$ cat src/rtl/ov_dvp_capture.sv
// ---------------------------------------------------------------------------
// ov_dvp_capture
//   Captures frames from an OmniVision style DVP sensor bus (vsync/href/data)
//   and assembles DATA_W-bit bytes into DATA_W*BPP-bit pixels, with frame and
//   line markers, framing-error detection and post-reset settling-frame skip.
//
// Ports
//   clk          in   pixel clock, sole clock
//   rst_n        in   synchronous active-low reset
//   i_en         in   capture enable, sampled only at the vsync falling edge
//   i_data       in   DVP byte
//   href         in   line valid, active high
//   vsync        in   frame sync, active high between frames
//   o_pix        out  assembled pixel, held until the next valid
//   o_pix_vld    out  o_pix valid strobe
//   o_sof        out  first pixel of frame (line 0, pixel 0)
//   o_eol        out  last pixel of a line (index IMG_W-1)
//   o_eof        out  last pixel of a frame
//   o_err        out  one-cycle framing-error pulse
//   o_err_cnt    out  saturating error count
//   o_frame_cnt  out  completed frame count, wraps
//
// Handshake: o_pix_vld is a one-cycle valid strobe with no ready; a consumer
// must accept the pixel on every cycle o_pix_vld is high. o_sof/o_eol/o_eof
// are only meaningful while o_pix_vld is high.
//
// The FSM state is held in state_q (state_e) for checkers to bind to.
// ---------------------------------------------------------------------------
module ov_dvp_capture #(
  parameter int DATA_W      = 8,
  parameter int BPP         = 2,
  parameter int IMG_W       = 640,
  parameter int IMG_H       = 480,
  parameter int SKIP_FRAMES = 2
) (
  input  logic                  clk,
  input  logic                  rst_n,
  input  logic                  i_en,
  input  logic [DATA_W-1:0]     i_data,
  input  logic                  href,
  input  logic                  vsync,
  output logic [DATA_W*BPP-1:0] o_pix,
  output logic                  o_pix_vld,
  output logic                  o_sof,
  output logic                  o_eol,
  output logic                  o_eof,
  output logic                  o_err,
  output logic [7:0]            o_err_cnt,
  output logic [15:0]           o_frame_cnt
);

  localparam int PIX_W = DATA_W * BPP;
  // Counters saturate one past the last legal index, so they need room for it.
  localparam int PCW = $clog2(IMG_W + 1);
  localparam int LCW = $clog2(IMG_H + 1);
  localparam int SCW = (SKIP_FRAMES > 0) ? $clog2(SKIP_FRAMES + 1) : 1;

  localparam logic [PCW-1:0] PIX_LAST  = PCW'(IMG_W - 1);
  localparam logic [PCW-1:0] PIX_END   = PCW'(IMG_W);
  localparam logic [LCW-1:0] LINE_LAST = LCW'(IMG_H - 1);
  localparam logic [LCW-1:0] LINE_END  = LCW'(IMG_H);
  localparam logic [SCW-1:0] SKIP_MAX  = SCW'(SKIP_FRAMES);

  typedef enum logic [1:0] {
    S_IDLE     = 2'd0,
    S_WAIT_SOF = 2'd1,
    S_CAPTURE  = 2'd2,
    S_DROP     = 2'd3
  } state_e;

  state_e             state_q, state_d;
  logic               vsync_q;
  logic               line_act_q, line_act_d;   // href seen high in this line
  logic               phase_q, phase_d;         // high byte of a pixel pending
  logic [DATA_W-1:0]  hi_q, hi_d;
  logic [PCW-1:0]     pix_cnt_q, pix_cnt_d;
  logic [LCW-1:0]     line_cnt_q, line_cnt_d;
  logic [SCW-1:0]     skip_q, skip_d;
  logic [PIX_W-1:0]   pix_q, pix_d;
  logic               vld_q, vld_d;
  logic               sof_q, sof_d;
  logic               eol_q, eol_d;
  logic               eof_q, eof_d;
  logic               err_q, err_d;
  logic [7:0]         err_cnt_q, err_cnt_d;
  logic [15:0]        frame_cnt_q, frame_cnt_d;

  logic               vsync_fall;
  logic [PIX_W-1:0]   pix_new;
  logic               pix_done;
  logic               err_evt;

  assign vsync_fall = vsync_q & ~vsync;

  // High byte arrives first on the bus in two-byte mode.
  if (BPP == 2) begin : g_bpp2
    assign pix_new = {hi_q, i_data};
  end else begin : g_bpp1
    assign pix_new = i_data;
  end

  always_comb begin
    state_d     = state_q;
    line_act_d  = line_act_q;
    phase_d     = phase_q;
    hi_d        = hi_q;
    pix_cnt_d   = pix_cnt_q;
    line_cnt_d  = line_cnt_q;
    skip_d      = skip_q;
    pix_d       = pix_q;
    vld_d       = 1'b0;
    sof_d       = 1'b0;
    eol_d       = 1'b0;
    eof_d       = 1'b0;
    err_d       = 1'b0;
    err_cnt_d   = err_cnt_q;
    frame_cnt_d = frame_cnt_q;
    pix_done    = 1'b0;
    err_evt     = 1'b0;

    case (state_q)
      S_IDLE: begin
        if (vsync) state_d = S_WAIT_SOF;
      end

      S_WAIT_SOF: begin
        if (vsync_fall) begin
          pix_cnt_d  = '0;
          line_cnt_d = '0;
          phase_d    = 1'b0;
          line_act_d = 1'b0;
          if ((skip_q < SKIP_MAX) || !i_en) state_d = S_DROP;
          else                               state_d = S_CAPTURE;
        end
      end

      S_DROP: begin
        if (vsync) begin
          state_d = S_WAIT_SOF;
          if (skip_q < SKIP_MAX) skip_d = skip_q + 1'b1;
        end
      end

      S_CAPTURE: begin
        if (vsync) begin
          // vsync has priority over a coincident href byte, which is lost.
          state_d    = S_WAIT_SOF;
          line_act_d = 1'b0;
          phase_d    = 1'b0;
          if (line_cnt_q < LINE_END) err_evt = 1'b1;
        end else if (href) begin
          line_act_d = 1'b1;
          if (BPP == 1) begin
            pix_done = 1'b1;
          end else if (!phase_q) begin
            hi_d    = i_data;
            phase_d = 1'b1;
          end else begin
            pix_done = 1'b0 | 1'b1;
            phase_d  = 1'b0;
          end
        end else if (line_act_q) begin
          // href falling edge: close the line, flag a dangling byte or short line.
          line_act_d = 1'b0;
          phase_d    = 1'b0;
          pix_cnt_d  = '0;
          if (line_cnt_q < LINE_END) line_cnt_d = line_cnt_q + 1'b1;
          if (phase_q || (pix_cnt_q < PIX_END)) err_evt = 1'b1;
        end
      end

      default: state_d = S_IDLE;
    endcase

    // Pixels past the active window are counted but never presented.
    if (pix_done && (pix_cnt_q < PIX_END)) begin
      pix_cnt_d = pix_cnt_q + 1'b1;
      if (line_cnt_q < LINE_END) begin
        vld_d = 1'b1;
        pix_d = pix_new;
        sof_d = (pix_cnt_q == '0) && (line_cnt_q == '0);
        eol_d = (pix_cnt_q == PIX_LAST);
        eof_d = (pix_cnt_q == PIX_LAST) && (line_cnt_q == LINE_LAST);
        if (eof_d) frame_cnt_d = frame_cnt_q + 16'd1;
      end
    end

    // Several causes in one cycle still give a single pulse and increment.
    err_d = err_evt;
    if (err_evt && (err_cnt_q != 8'hFF)) err_cnt_d = err_cnt_q + 8'd1;
  end

  always_ff @(posedge clk) begin
    if (!rst_n) begin
      state_q     <= S_IDLE;
      vsync_q     <= 1'b0;
      line_act_q  <= 1'b0;
      phase_q     <= 1'b0;
      hi_q        <= '0;
      pix_cnt_q   <= '0;
      line_cnt_q  <= '0;
      skip_q      <= '0;
      pix_q       <= '0;
      vld_q       <= 1'b0;
      sof_q       <= 1'b0;
      eol_q       <= 1'b0;
      eof_q       <= 1'b0;
      err_q       <= 1'b0;
      err_cnt_q   <= '0;
      frame_cnt_q <= '0;
    end else begin
      state_q     <= state_d;
      vsync_q     <= vsync;
      line_act_q  <= line_act_d;
      phase_q     <= phase_d;
      hi_q        <= hi_d;
      pix_cnt_q   <= pix_cnt_d;
      line_cnt_q  <= line_cnt_d;
      skip_q      <= skip_d;
      pix_q       <= pix_d;
      vld_q       <= vld_d;
      sof_q       <= sof_d;
      eol_q       <= eol_d;
      eof_q       <= eof_d;
      err_q       <= err_d;
      err_cnt_q   <= err_cnt_d;
      frame_cnt_q <= frame_cnt_d;
    end
  end

  assign o_pix       = pix_q;
  assign o_pix_vld   = vld_q;
  assign o_sof       = sof_q;
  assign o_eol       = eol_q;
  assign o_eof       = eof_q;
  assign o_err       = err_q;
  assign o_err_cnt   = err_cnt_q;
  assign o_frame_cnt = frame_cnt_q;

endmodule
$ cat config.mk
export PLATFORM = sky130hd
export DESIGN_NAME = ov_dvp_capture
export DESIGN_NICKNAME = d
export VERILOG_FILES = /design/src/rtl/ov_dvp_capture.sv
export SDC_FILE = /design/constraint.sdc
export NUM_CORES = 1
export LEC_CHECK = 0
export ABC_AREA = 1
export CAP_MARGIN = 0
export CORE_ASPECT_RATIO = 0.9
export CORE_MARGIN = 1.5
export CORE_UTILIZATION = 50
export DETAILED_ROUTE_END_ITERATION = 12
export GPL_ROUTABILITY_DRIVEN = 0
export GPL_TIMING_DRIVEN = 1
export HOLD_SLACK_MARGIN = 0.12
export PLACE_DENSITY = 0.76
export SETUP_SLACK_MARGIN = 0.3
export SYNTH_ARGS = -nofsm -noshare
export SYNTH_HDL_FRONTEND = slang
export SYNTH_SLANG_ARGS = --single-unit
$ cat constraint.sdc
create_clock -name clk -period 2.9 [get_ports clk]
set_clock_uncertainty 0.1 [all_clocks]
set_input_delay 0.58 -clock clk [delete_from_list [all_inputs] [get_ports clk]]
set_output_delay 0.58 -clock clk [all_outputs]
set_load 0.05 [all_outputs]
**After elaboration in Yosys (flattened, before gate mapping)**

Index checks and enable logic that the tools add are counted.

- Order comparisons: 3
- Bitwise operators: 3
- Multiplexer cells: 35
- Eq/ne operators: 17
- Reduce and logical (&&, ||, !) cells: 24
- Add/subtract/negate cells: 5

Operators with widths:

| operator | count |
|---|---|
| $mux W10 | 5 |
| $mux W9 | 5 |
| $pmux W10 S2 | 1 |
| $mux W1 | 18 |
| $pmux W9 S2 | 1 |
| $add A16 B1 Y16 const B | 1 |
| $ne A3 B3 Y1 const B | 4 |
| $reduce_and A3 Y1 | 4 |
| $add A10 B1 Y10 const B | 1 |
| $eq A10 B10 Y1 const B | 1 |
| $logic_not A10 Y1 | 1 |
| $lt A10 B10 Y1 const B | 1 |
| $ne A2 B2 Y1 const B | 5 |
| $add A9 B1 Y9 const B | 1 |
| $eq A9 B9 Y1 const B | 1 |
| $logic_not A9 Y1 | 1 |
| $lt A9 B9 Y1 const B | 1 |
| $add A8 B1 Y8 const B | 1 |
| $ne A8 B8 Y1 const B | 1 |
| $reduce_and A2 Y1 | 4 |
| $reduce_and A6 Y1 | 1 |
| $reduce_and A5 Y1 | 1 |
| $eq A2 B2 Y1 const B | 2 |
| $logic_and A1 B1 Y1 | 4 |
| other kinds (17) | 21 |

- Flip-flop bits (word level): 79
- Output and inout port bits: 45
- Word-level logic and storage cells: 103

**Longest topological paths before layout**

- Depth in word-level cells: 8
- Depth in mapped cells: 11
- Mapped depth without buffers: 11

**Least setup slack after synthesis**

Ideal clock, no wire load.

- Path type: register to register
- Start: reg err_cnt_q[1] (netlist: o_err_cnt[1])
- End: reg err_cnt_q[2] (netlist: o_err_cnt[2])
- Buffers on the path: 0
- Stages on the path, launching flop included: 8
- Slack: 0.939 ns
- Data required time: 2.730 ns
- Arrival: 1.791 ns
- Cells stage by stage: dfxtp_1 ha_1 nand3_1 nor2_1 nand3_2 nand2_1 nand2_1 a21oi_1

- Word-level cells in the longest chain between the ends: 2
- Elaborated cells between the ends (all ways): 3

RTL lines:

| item | RTL line | RTL |
|---|---|---|
| from (decl) | 85 | `logic [7:0] err_cnt_q, err_cnt_d;` |
| from (signal assigned) | 226 | `err_cnt_q <= err_cnt_d;` |
| parallel branches: the longest is 2 deep, another holds $add A8 B1 Y8 | n/a |  |

Several ways; the timed one is not identified.
A chain may end at the register's enable or synchronous reset.

**Final worst setup path**

- Start: reg frame_cnt_q[7] (netlist: o_frame_cnt[7])
- End: out o_frame_cnt[7]

RTL lines:

| item | RTL line | RTL |
|---|---|---|
| from (decl) | 86 | `logic [15:0] frame_cnt_q, frame_cnt_d;` |
| from (signal assigned) | 227 | `frame_cnt_q <= frame_cnt_d;` |
| to (decl) | 49 | `output logic [15:0] o_frame_cnt` |

No word-level cell between the ends.

==> reports/qor.csv <==
metric,value,unit
outcome,finished with violations,
violations,design-rule violations,
setup.worst_path.class,flop to output pin,
slowest_stage,clkdlybuf4s50_1,
fin_crit_sh,82.1,%
worstPathMaxFanout,6,
yosys.area.top_type_share,38.2,%
synthesis.nets,625,
worstSetupStartpointType,flop,
slowest_delay,0.86,ns
antennaDiodeCount,0,
routedWlPerCell,12.4,um
cts_tree,yes,
clk_path_buf_depth,2,
rsz0062_at_grt,false,
yosysUniqueCellTypes,35,
cp.arrival,1.70,ns
area_growth,21.0,%
yosysTopAreaCell,dfxtp_1,
ys_warn_count,0,
ioPinCount,58,
total_power,2.18,mW
drive_gt1_share,9.91,%
p_int,1.64,mW
drcViolationCount,1,
seq_area,1580,sq um
tritoncts.num_buffers,9,
required,2.22,ns
synth_ff_type,dfxtp_1,
numPlacedInstances,749,
swShare,24.8,%
p_switching,0.540,mW
clk_latency,0.35,ns
final_area,5000,sq um
worst_slack,0.518,ns
antenna_found_initial,0,
cp_cell_sequence,clkdlybuf4s50_1,
async_flop_share,0,%
leakage,1.93,nW
core,8030,sq um
hp-class,flop to flop,
critical_path_buf_inv_count,1,
port_buffers,57,
die_area,8830,sq um
place_ws,0.464,ns
path_delay_family,buffers and inverters,
fp-row-count,31,
end_kind,output pin,
fillCellCount,702,
die_w,98.9,um
path_clk_slew,0.09,ns
max_freq,0.420,GHz
vias_per_cell,5.20,
grt_pass1_wl,16300,um
synth-seq-cells,79,
start_util,51.5,%
finalHoldViolCount,0,
cts_setup_buffers,0,
fin_hold_ws,0.376,ns
post-synth-top-count-cell,nand2_1,
gr-total-overflow,0,
grt_max_degree,33,
grt_pass1_vias,3586,
nets,683,
p_per_area,436,nW/um^2
vias,3980,
fp.dieH,89.3,um
seqPwrFrac,50.6,%
period_needed,2.38,ns
setup_tns,0,ns
power_frac_clock,43.7,%
avgSynthCellArea,6.86,sq um
syn_inst,603,
final_util,62.3,%
place_hpwl,6580,um
drv_slew,0,
htree_levels,3,
cts_sinks,79,
place_area,4770,sq um
drt.antenna.violating_nets,0,
multiInputGateArea,2240,sq um
slew_headroom,64.4,%
final_cell_count_no_fill,765,
wl,9490,um
worst_slew_pin_slew,0.534,ns
dr.first_iter.drc_count,175,
yosys-top-cells-count,"142 x nand2_1, 109 x nor2_1, 79 x dfxtp_1, 53 x inv_1, 43 x nand3_1",
cts_root_buf,clkbuf_8,
vdd_drop_max,0.312,mV
synth_seq_area_share,38.2,%
hold_buffers,0,
cts.repair.resized,0,
track_usage,22.5,%
cap_violations,0,
pwr-share-comb,5.7,%
synth_edf_count,0,
finalSetupViolations,0,
syn_area,4140,sq um
drt_first_pass_iters,9,
synthTopCellsByArea,"dfxtp_1 38%, nand2_1 13%, nor2_1 9.9%, nand3_1 5.2%, inv_1 4.8%",
cell usage in the layout, fill, tap and decap left out, drive strengths merged:
cell | netlist | routed
a21boi | 1 | 1
a21oi | 43 | 43
a221oi | 1 | 1
a31o | 1 | 1
a31oi | 1 | 1
buf | 9 | 6
bufinv | 0 | 2
clkbuf | 7 | 9
clkdlybuf4s50 | 0 | 57
clkinv | 1 | 1
dfxtp | 79 | 79
ha | 9 | 9
inv | 56 | 61
nand2 | 160 | 160
nand3 | 47 | 47
nand3b | 4 | 4
nand4 | 12 | 12
nor2 | 114 | 114
nor3 | 3 | 3
nor4 | 2 | 2
o21ai | 43 | 43
xnor2 | 6 | 6
xor2 | 4 | 4
worst paths after layout:
check                 startpoint              end  slack (ns)  depth (start not counted)
setup / recovery  o_frame_cnt[7]   o_frame_cnt[7]        0.52                          1
hold / removal         skip_q[0]        skip_q[0]        0.38                          2
setup reg to reg      state_q[0]  o_frame_cnt[12]        0.66                          8
hold reg to reg        skip_q[0]        skip_q[0]        0.38                          2
state kept, by name, summed over array words and instances, names as in the netlist:
register,count
phase_q,1
line_cnt_q,9
o_sof,1
o_eol,1
pix_cnt_q,10
o_eof,1
o_pix,16
o_pix_vld,1
skip_q,2
o_err_cnt,8
state_q,2
hi_q,8
o_frame_cnt,16
line_act_q,1
vsync_q,1
o_err,1
power groups by stage:
| stage | Combinational (mW) | Sequential [mW] | Clock [mW] |
|---|---|---|---|
| 4_1_cts | 0.122 | 1.11 | 0.976 |
| 3_3_place_gp | 0.118 | 1.13 | 0 |
| 2_1_floorplan | 0.0819 | 1.13 | 0 |
| 5_1_grt | 0.138 | 1.11 | 1.02 |
| 3_5_place_dp | 0.121 | 1.13 | 0 |
| 6_report | 0.123 | 1.10 | 0.954 |
layer usage:
layer  vias to the layer above  global-route usage [%]  share of wire, %
li1                       2056                       -                 -
met4                         0                    8.70               1.9
met1                      1797                    30.0                47
met5                         -                       0                 0
met2                       111                    36.2                45
met3                        16                    5.00               6.0
worst reg2reg max path: cells and delay by family, from the launching register on:
family                     cells  cell delay (ns)
buffers and inverters          1             0.08
DFF                            1             0.34
adders and majority gates      1             0.50
AOI/OAI and AO/OA              1             0.12
and+or+nand+nor                5             1.03
cell families after synthesis:
| group | share of synthesized area, % |
|---|---|
| and+or+nand+nor | 36.9 |
| AOI/OAI and AO/OA | 12.4 |
| DFF | 38.2 |
| buffers and inverters | 7.62 |
| xor gates and xnor gates | 2.12 |
| adders and majority gates | 2.72 |
cell type report:
class / count / share of cell area, %
clock inverters: 7 / 2.13
inverters: 57 / 4.27
clock buffers: 9 / 2.48
flip-flops and latches: 79 / 31.6
multi-input cells: 451 / 44.8
well taps: 99 / 2.48
repair buffers: 63 / 12.3
No activity file was read; power rests on OpenSTA's default activity.
